## config.mk

```make
export PLATFORM = sky130hd
export DESIGN_NAME = display_shift_driver_v3
export DESIGN_NICKNAME = d
export VERILOG_FILES = /design/src/rtl/display_shift_driver_v3.sv
export SDC_FILE = /design/constraint.sdc
export NUM_CORES = 1
export LEC_CHECK = 0
export BUFFER_PORTS_ARGS = -buffer_cell sky130_fd_sc_hd__buf_2
export CAP_MARGIN = 15
export CORE_MARGIN = 1.5
export CORE_UTILIZATION = 35
export DETAILED_ROUTE_END_ITERATION = 8
export SLEW_MARGIN = 0
export SYNTH_ARGS = -nofsm -noshare
export SYNTH_HDL_FRONTEND = slang
export SYNTH_SLANG_ARGS = --single-unit
```

## constraint.sdc

```tcl
create_clock -name clk -period 2.83 [get_ports clk]
set_clock_uncertainty 0.2 [all_clocks]
set_input_delay 0.4245 -clock clk [delete_from_list [all_inputs] [get_ports clk]]
set_output_delay 0.4245 -clock clk [all_outputs]
set_load 0.05 [all_outputs]
```

## src/rtl/display_shift_driver_v3.sv

```systemverilog
// Serial display driver: shifts a parallel frame into an external shift chain,
// then strobes the latch. Optional PWM blanking via DISPLAY_DRIVER_PWM_EN.
module display_shift_driver_v3 #(
   parameter int NUM_DIGITS     = 4,
   parameter int BITS_PER_DIGIT = 8,
   parameter int CLK_DIV        = 4,
   parameter int MSB_FIRST      = 1
) (
   input  logic                                 clk,
   input  logic                                 reset,
   input  logic [NUM_DIGITS*BITS_PER_DIGIT-1:0] data_in,
   input  logic                                 load,
`ifdef DISPLAY_DRIVER_PWM_EN
   input  logic [3:0]                           brightness,
   output logic                                 oe_n,
`endif
   output logic                                 busy,
   output logic                                 done,
   output logic                                 serial_out,
   output logic                                 clk_out,
   output logic                                 latch_out
);

   localparam int TOTAL = NUM_DIGITS * BITS_PER_DIGIT;
   localparam int DW    = $clog2(CLK_DIV) + 1;
   localparam int CW    = $clog2(TOTAL) + 1;

   generate
      if (TOTAL < 1 || CLK_DIV < 1) begin : g_param_check
         $error("display_shift_driver_v3: TOTAL and CLK_DIV must both be >= 1");
      end
   endgenerate

   typedef enum logic [1:0] {IDLE, SHIFT_LO, SHIFT_HI, LATCH} state_t;

   state_t           state, state_nxt;
   logic [TOTAL-1:0] sreg;
   logic [TOTAL-1:0] pend_buf;
   logic             pending;
   logic [DW-1:0]    div;
   logic [CW-1:0]    bitcnt;
   logic             div_last;
   logic             restart;
   logic             cur_bit;

   assign div_last = (div == DW'(CLK_DIV - 1));
   assign cur_bit  = (MSB_FIRST != 0) ? sreg[TOTAL-1] : sreg[0];
   // a load on the LATCH exit edge counts as queued and starts at once
   assign restart  = load || pending;

   always_comb begin
      state_nxt  = state;
      busy       = 1'b0;
      serial_out = 1'b0;
      clk_out    = 1'b0;
      latch_out  = 1'b0;
      case (state)
         IDLE: begin
            if (load) state_nxt = SHIFT_LO;
         end
         SHIFT_LO: begin
            busy       = 1'b1;
            serial_out = cur_bit;
            if (div_last) state_nxt = SHIFT_HI;
         end
         SHIFT_HI: begin
            busy       = 1'b1;
            serial_out = cur_bit;
            clk_out    = 1'b1;
            if (div_last) state_nxt = (bitcnt == '0) ? LATCH : SHIFT_LO;
         end
         LATCH: begin
            busy      = 1'b1;
            latch_out = 1'b1;
            if (div_last) state_nxt = restart ? SHIFT_LO : IDLE;
         end
         default: state_nxt = IDLE;
      endcase
   end

   always_ff @(posedge clk) begin
      if (!reset) begin
         state    <= IDLE;
         sreg     <= '0;
         pend_buf <= '0;
         pending  <= 1'b0;
         div      <= '0;
         bitcnt   <= '0;
         done     <= 1'b0;
      end else begin
         state <= state_nxt;
         done  <= 1'b0;
         div   <= (div_last || state == IDLE) ? '0 : div + 1'b1;
         if (load && state != IDLE) begin
            pend_buf <= data_in;
            pending  <= 1'b1;
         end
         case (state)
            IDLE: begin
               if (load) begin
                  sreg   <= data_in;
                  bitcnt <= CW'(TOTAL - 1);
               end
            end
            SHIFT_HI: begin
               if (div_last && bitcnt != '0) begin
                  sreg   <= (MSB_FIRST != 0) ? (sreg << 1) : (sreg >> 1);
                  bitcnt <= bitcnt - 1'b1;
               end
            end
            LATCH: begin
               if (div_last) begin
                  done <= 1'b1;
                  if (restart) begin
                     sreg    <= load ? data_in : pend_buf;
                     bitcnt  <= CW'(TOTAL - 1);
                     pending <= 1'b0;
                  end
               end
            end
            default: ;
         endcase
      end
   end

`ifdef DISPLAY_DRIVER_PWM_EN
   logic [3:0] pwm_cnt;

   always_ff @(posedge clk) begin
      if (!reset) begin
         pwm_cnt <= '0;
         oe_n    <= 1'b1;
      end else begin
         pwm_cnt <= pwm_cnt + 4'd1;
         oe_n    <= (state_nxt == LATCH) || !(pwm_cnt < brightness);
      end
   end
`endif

endmodule
```

==> results of run 1 <==
==> cells by family after synthesis <==
logic type	Yosys count	synth area share (%)
flip-flops	77	46.2
adder cells (fa/ha/maj)	8	3.00
AND/OR/NAND/NOR	100	13.5
AO/OA/AOI/OAI	148	31.4
buffers and inverters	44	5.85
==> layout by cell type (no fill, tap or decap), drive strengths merged, types with 2 or more instances in the layout <==
cell type and count:
clkbuf 10, clkinvlp 3, nor2 6, a311oi 2
nor3 4, dfxtp 77, nand4 2, ha 8
nand2 71, buf 51, and4 3, and2 2
clkinv 2, o21ai 5, bufinv 2, inv 6
a222oi 31, o211a 2, nor2b 6, nand2b 2
a21oi 67, a211oi 33
==> worst max path at each step <==
stage,from,endpoint,slack (ns),depth (start not counted)
after floorplan,state[0],sreg[0],0.36,9
after global placement,state[0],sreg[0],0.44,5
after detailed placement,state[0],sreg[1],0.33,5
after CTS,state[0],sreg[1],0.33,5
after global routing,state[1],sreg[4],0.13,5
final,state[0],bitcnt[1],0.31,8
==> metal layers <==
metal / track usage [%] / vias to the layer above
met3: 2.91 / 11
met1: 21.9 / 1410
met4: 7.37 / 0
met5: 0 / -
li1: - / 1464
met2: 28.0 / 83
==> stage by stage <==
| stage | util, % | area, µm² | cells | hold WS (ns) |
|---|---|---|---|---|
| after global routing | 41.5 | 3840 | 536 | 0.104 |
| final | 41.5 | 3840 | 536 | 0.116 |
| after CTS | 41.5 | 3840 | 536 | 0.103 |
| after floorplan | - | 3330 | 377 | 0.198 |
| after detailed placement | 39.2 | 3620 | 520 | 0.219 |
| after global placement | 39.2 | 3620 | 520 | 0.208 |
==> registers in the layout, indices dropped and copies added (netlist names) <==
register,cells
bitcnt,6
div,3
state,2
done,1
pending,1
pend_buf,32
sreg,32
==> cell type report <==
| class | count | area [µm²] | area share [%] |
|---|---|---|---|
| inverters | 7 | 26.3 | 0.685 |
| clock buffers | 10 | 128 | 3.33 |
| well taps | 129 | 161 | 4.21 |
| multi-input cells | 256 | 1610 | 41.9 |
| flip-flops and latches | 77 | 1540 | 40.2 |
| clock inverters | 6 | 87.6 | 2.28 |
| repair buffers | 51 | 285 | 7.44 |
==> power by group through the flow <==
stage | combinational [µW] | clock [µW] | sequential [µW]
after detailed placement | 1720 | 0 | 1600
after global placement | 1670 | 0 | 1600
after CTS | 1720 | 922 | 1580
final | 1710 | 899 | 1590
after floorplan | 1420 | 0 | 1550
after global routing | 1920 | 970 | 1620
==> worst max-delay path, stage by stage (launching register included) <==
cell	delay (ns)
dfxtp_1	0.40
inv_1	0.10
ha_1	0.23
buf_4	0.21
nor2b_1	0.17
a2111oi_4	0.29
buf_4	0.44
a21oi_1	0.11
a311oi_1	0.26
==> run_results.csv, run 1 <==
group,metric,value,unit
power_and_ir_drop,p_total,4190,µW
power_and_ir_drop,pwr-share-seq,37.8,%
synth,yosys_warnings,0,
hold_path,worstHoldEndpoint,"pend_buf[9]",
cells_and_area,nets,445,
die,die_h,101,µm
clock_tree,clock_latency,0.35,ns
worst_setup_path,end_kind,"flip-flop",
hold_path,min_path_type,"in -> reg",
clock_tree,cts_setup_buffers,0,
die,start_util,36.1,%
global_routing,gr-total-overflow,0,
synth,yosys-top-cells-area,"dfxtp_1, a21oi_1, a222oi_1, nand2_1, a211oi_1",
power_and_ir_drop,comb_power_share,40.7,%
global_routing,grt_max_degree,67,
cells_and_area,area_delta_synth_final,15.0,%
worst_setup_path,cp-start-kind,"flip-flop",
route,ant_nets,0,
sta,setup_viol,0,
worst_setup_path,path_class,"reg -> reg",
sta,rsz0062_at_grt,"no",
clock_tree,cts-root-buf,"clkbuf_8",
power_and_ir_drop,ir_drop,470,µV
sta,worst_pin_slew,1.06,ns
synth,synthesis.nets,420,
place,preCtsSetupSlack,0.327,ns
route,wl_per_cell,15.1,µm
place,numPortBuffers,39,
worst_setup_path,cp_max_fo,40,
synth,synth_edf_count,0,
power_and_ir_drop,share_clk_of_total_power,21.4,%
clock_tree,clockBufferDepth,2,
die,coreArea,9240,µm²
power_and_ir_drop,p_leak,0.00140,µW
sta,fmax,0.397,GHz
synth,synthCells,377,
sta,tns,0,ns
worst_setup_path,ff2ff_path_depth,8,
route,dr.max_layer_used,"met4",
cells_and_area,drive_gt1_share,18.7,%
clock_tree,cts_tree,"built",
synth,async_reset_ff_share,0,%
hold_path,holdPathStages,3,
place,gp_congestion,0.790,
synth,yosys-top-cells-count,"dfxtp_1, nand2_1, a21oi_1",
route,viasPerCell,5.54,
worst_setup_path,reg2reg_slack,0.31,ns
synth,synth_most_common_cell,"dfxtp_1",
place,dpl.hpwl,4980,µm
global_routing,grt_pass1_vias,2843,
route,dr.pass1.iters,8,
run,max_cap_viol_count,0,
die,rows,35,
die,fp.dieW,101,µm
die,io_pins,40,
clock_tree,cts_resized,0,
route,wl_met1,3680,µm
synth,synth_top_area_share,46.2,%
cells_and_area,n_fill_cell,952,
synth,synth_top_area_cell,"dfxtp_1",
synth,synth_cell_types,37,
route,route.detailed.drc,0,
status,status,"completed",
power_and_ir_drop,p_sw,1650,µW
cells_and_area,n_antenna_cell,0,
worst_setup_path,reg2reg_from,"state[0]",
clock_tree,cts_buffers,9,
sta,setup_ws,0.313,ns
clock_tree,clk_pin_slew_worst_paths,0.08,ns
power_and_ir_drop,swShare,39.4,%
synth,ys_seq_area_share,46.2,%
sta,hold_viol,0,
clock_tree,hold_buffers,0,
global_routing,grt_first_pass_wirelength,13800,µm
global_routing,grt_usage,17.0,%
synth,ys.flop_type,"dfxtp_1",
sta,final_max_slew_viol_count,0,
hold_path,worstHoldStart,"data_in[9]",
global_routing,antenna_found_initial,0,
sta,relSlewSlack,29.5,%
sta,period_share,89.0,%
route,wl_met2,3820,µm
route,drtIter0Drc,345,
synth,synth_seq_cells,77,
synth,syn_area_per_cell,8.84,µm²
clock_tree,htree_levels,3,
die,die_area,10100,µm²
sta,period_needed,2.52,ns
worst_setup_path,reg2reg_to,"bitcnt[1]",
worst_setup_path,required,2.89,ns
synth,mappedNetlistArea,3330,µm²
power_and_ir_drop,p_per_area,1090,nW/µm²
worst_setup_path,arrival,2.58,ns
clock_tree,clock_sinks,77,
power_and_ir_drop,cellInternalPower,2540,µW
route,vias,2968,
route,wl_met3,456,µm
route,wl,8090,µm
(Power assumes the default switching activity.)
==> run 2, diff against run 1 <==
- ABC_AREA: unset -> 1
- SETUP_SLACK_MARGIN: unset -> 0.4
==> run 2 against run 1 <==
  * Cell count grew 53%
  * Register-to-register slack gained 0.28 ns
  * Clock power grew 27%
  * Largest cell class unchanged
==> run_results.csv, run 2 <==
group,metric,value,unit
status,status,"completed",
cells_and_area,top_regs,"pend_buf: 32 flops, sreg: 32 flops, bitcnt: 6 flops",
global_routing,grt_max_degree,59,
cells_and_area,seq_area,1540,µm²
sta,relSlewSlack,53.4,%
synth,synth_top_area_share,38.3,%
synth,synth_edf_count,0,
clock_tree,cts_buffers,9,
sta,hold_viol,0,
synth,synth_seq_cells,77,
worst_setup_path,cp_max_fo,37,
clock_tree,clockBufferDepth,2,
global_routing,grt_first_pass_wirelength,17800,µm
global_routing,gr-total-overflow,0,
synth,synth_most_common_cell,"nand2_1",
power_and_ir_drop,ir_drop,594,µV
synth,synthCells,652,
worst_setup_path,required,2.21,ns
sta,rsz0062_at_grt,"no",
worst_setup_path,reg2reg_slack,0.59,ns
worst_setup_path,reg2reg_from,"state[0]",
worst_setup_path,path_class,"reg -> out",
cells_and_area,final_cell_mix,"nand2_1, nor2_1, dfxtp_1",
clock_tree,htree_levels,3,
global_routing,grt_pass1_vias,3778,
route,route.detailed.drc,0,
synth,async_reset_ff_share,0,%
route,viasPerCell,4.86,
place,numPortBuffers,39,
sta,setup_viol,0,
clock_tree,clock_latency,0.34,ns
place,gp_congestion,0.734,
synth,synth_cell_types,25,
hold_path,worstHoldStart,"data_in[2]",
run,max_cap_viol_count,0,
clock_tree,cts-root-buf,"clkbuf_16",
synth,synth_top_area_cell,"dfxtp_1",
route,dr.max_layer_used,"met4",
die,rows,38,
place,dpl.hpwl,6580,µm
route,wl_per_cell,12.7,µm
synth,ys.flop_type,"dfxtp_1",
hold_path,worstHoldEndpoint,"pend_buf[2]",
route,wl_met3,509,µm
cells_and_area,nets,718,
worst_setup_path,ff2ff_path_depth,11,
hold_path,min_path_type,"in -> reg",
clock_tree,clock_sinks,77,
synth,yosys-top-cells-count,"nand2_1, nor2_1, dfxtp_1",
global_routing,grt_usage,18.6,%
cells_and_area,n_antenna_cell,0,
synth,ys_seq_area_share,38.3,%
power_and_ir_drop,p_leak,0.00218,µW
die,die_area,12100,µm²
clock_tree,clk_pin_slew_worst_paths,0.06,ns
sta,period_share,82.3,%
global_routing,antenna_found_initial,0,
worst_setup_path,cp-start-kind,"flip-flop",
sta,fmax,0.429,GHz
route,ant_nets,0,
route,vias,3982,
route,wl,10400,µm
worst_setup_path,end_kind,"primary output",
die,die_h,110,µm
worst_setup_path,arrival,1.71,ns
cells_and_area,multi_input_area,2200,µm²
synth,syn_area_per_cell,6.17,µm²
cells_and_area,final_common_cell,"nand2_1",
worst_setup_path,reg2reg_to,"sreg[30]",
sta,period_needed,2.33,ns
route,wl_met1,4910,µm
sta,tns,0,ns
synth,yosys-top-cells-area,"dfxtp_1, nand2_1, nor2_1, o21ai_0, nand3_1",
die,start_util,36.4,%
hold_path,holdPathStages,3,
route,dr.pass1.iters,5,
power_and_ir_drop,p_total,4780,µW
synth,yosys_warnings,0,
synth,mappedNetlistArea,4020,µm²
route,wl_met2,4920,µm
sta,final_max_slew_viol_count,0,
cells_and_area,drive_gt1_share,11.5,%
sta,worst_pin_slew,0.697,ns
die,io_pins,40,
route,drtIter0Drc,184,
die,fp.dieW,110,µm
cells_and_area,n_fill_cell,1173,
synth,synthesis.nets,695,
power_and_ir_drop,p_per_area,1030,nW/µm²
clock_tree,cts_tree,"built",
cells_and_area,area_delta_synth_final,15.0,%
die,coreArea,11000,µm²
-- run 2: changes by cell type in the layout (fill, tap and decap cells not counted), sizes merged, moves of 16 or more --
cell    previous run  this run
a211oi            33         0
a21oi             67        38
a222oi            31         0
inv                6        22
nand2             71       182
nand3              1        44
nor2               6       177
o21ai              5        56
-- run 2: kinds of logic after synthesis --
kind of cell / Yosys count / share of synthesized area, %
DFF: 77 / 38.3
and+or+nand+nor: 407 / 40.1
buffers and inverters: 65 / 7.19
AOI/OAI and AO/OA: 95 / 11.9
adders and majority gates: 8 / 2.49
-- run 2: final cells by class --
cell class	count	share of cell area, %
multi-input cells	510	47.5
flip-flops and latches	77	33.3
repair buffers	53	6.90
clock buffers	11	5.25
well taps	140	3.79
inverters	24	2.14
clock inverters	5	1.08
-- run 2: metal layers --
layer / up-vias / track usage [%]
li1: 2100 / -
met5: - / 0
met2: 75 / 32.3
met4: 0 / 5.68
met1: 1799 / 22.9
met3: 8 / 4.12
-- run 2: per-stage QoR --
step | hold slack, ns | area [µm²] | instances | utilization (%) | setup WS (ns)
floorplan | 0.199 | 4020 | 652 | - | 0.721
global placement | 0.208 | 4280 | 801 | 38.8 | 0.305
detailed placement | 0.212 | 4280 | 801 | 38.8 | 0.286
CTS | 0.154 | 4580 | 817 | 41.6 | 0.409
global route | 0.170 | 4620 | 820 | 41.9 | 0.402
finish | 0.166 | 4620 | 820 | 41.9 | 0.500
-- run 2: worst max path at each step --
| stage | startpoint | end | slack, ns |
|---|---|---|---|
| 3_5_place_dp | state[0] | sreg[13] | 0.29 |
| 3_3_place_gp | state[0] | sreg[14] | 0.31 |
| 2_1_floorplan | state[0] | sreg[10] | 0.72 |
| 5_1_grt | state[0] | sreg[19] | 0.40 |
| 4_1_cts | state[0] | bitcnt[3] | 0.41 |
| 6_report | state[0] | latch_out | 0.50 |
-- run 2: worst max-delay path, cell delays in order, from the launching register on --
cell,delay [ns]
dfxtp_1,0.39
ha_1,0.25
buf_4,0.38
buf_2,0.34
-- run 2: what timing repair did --
action,in CTS,in global routing
setup buffers,0,3
endpoints found under the hold margin,0,0
resized for setup,4,6
setup endpoints to repair,37,38
hold buffers,0,0
-- run 2: where the power goes --
group	total, µW	internal, µW	switching (µW)	leakage, µW
registers	1610	1430	174	0.000634
clock network	1140	701	441	0.000149
logic	2030	691	1340	0.00140
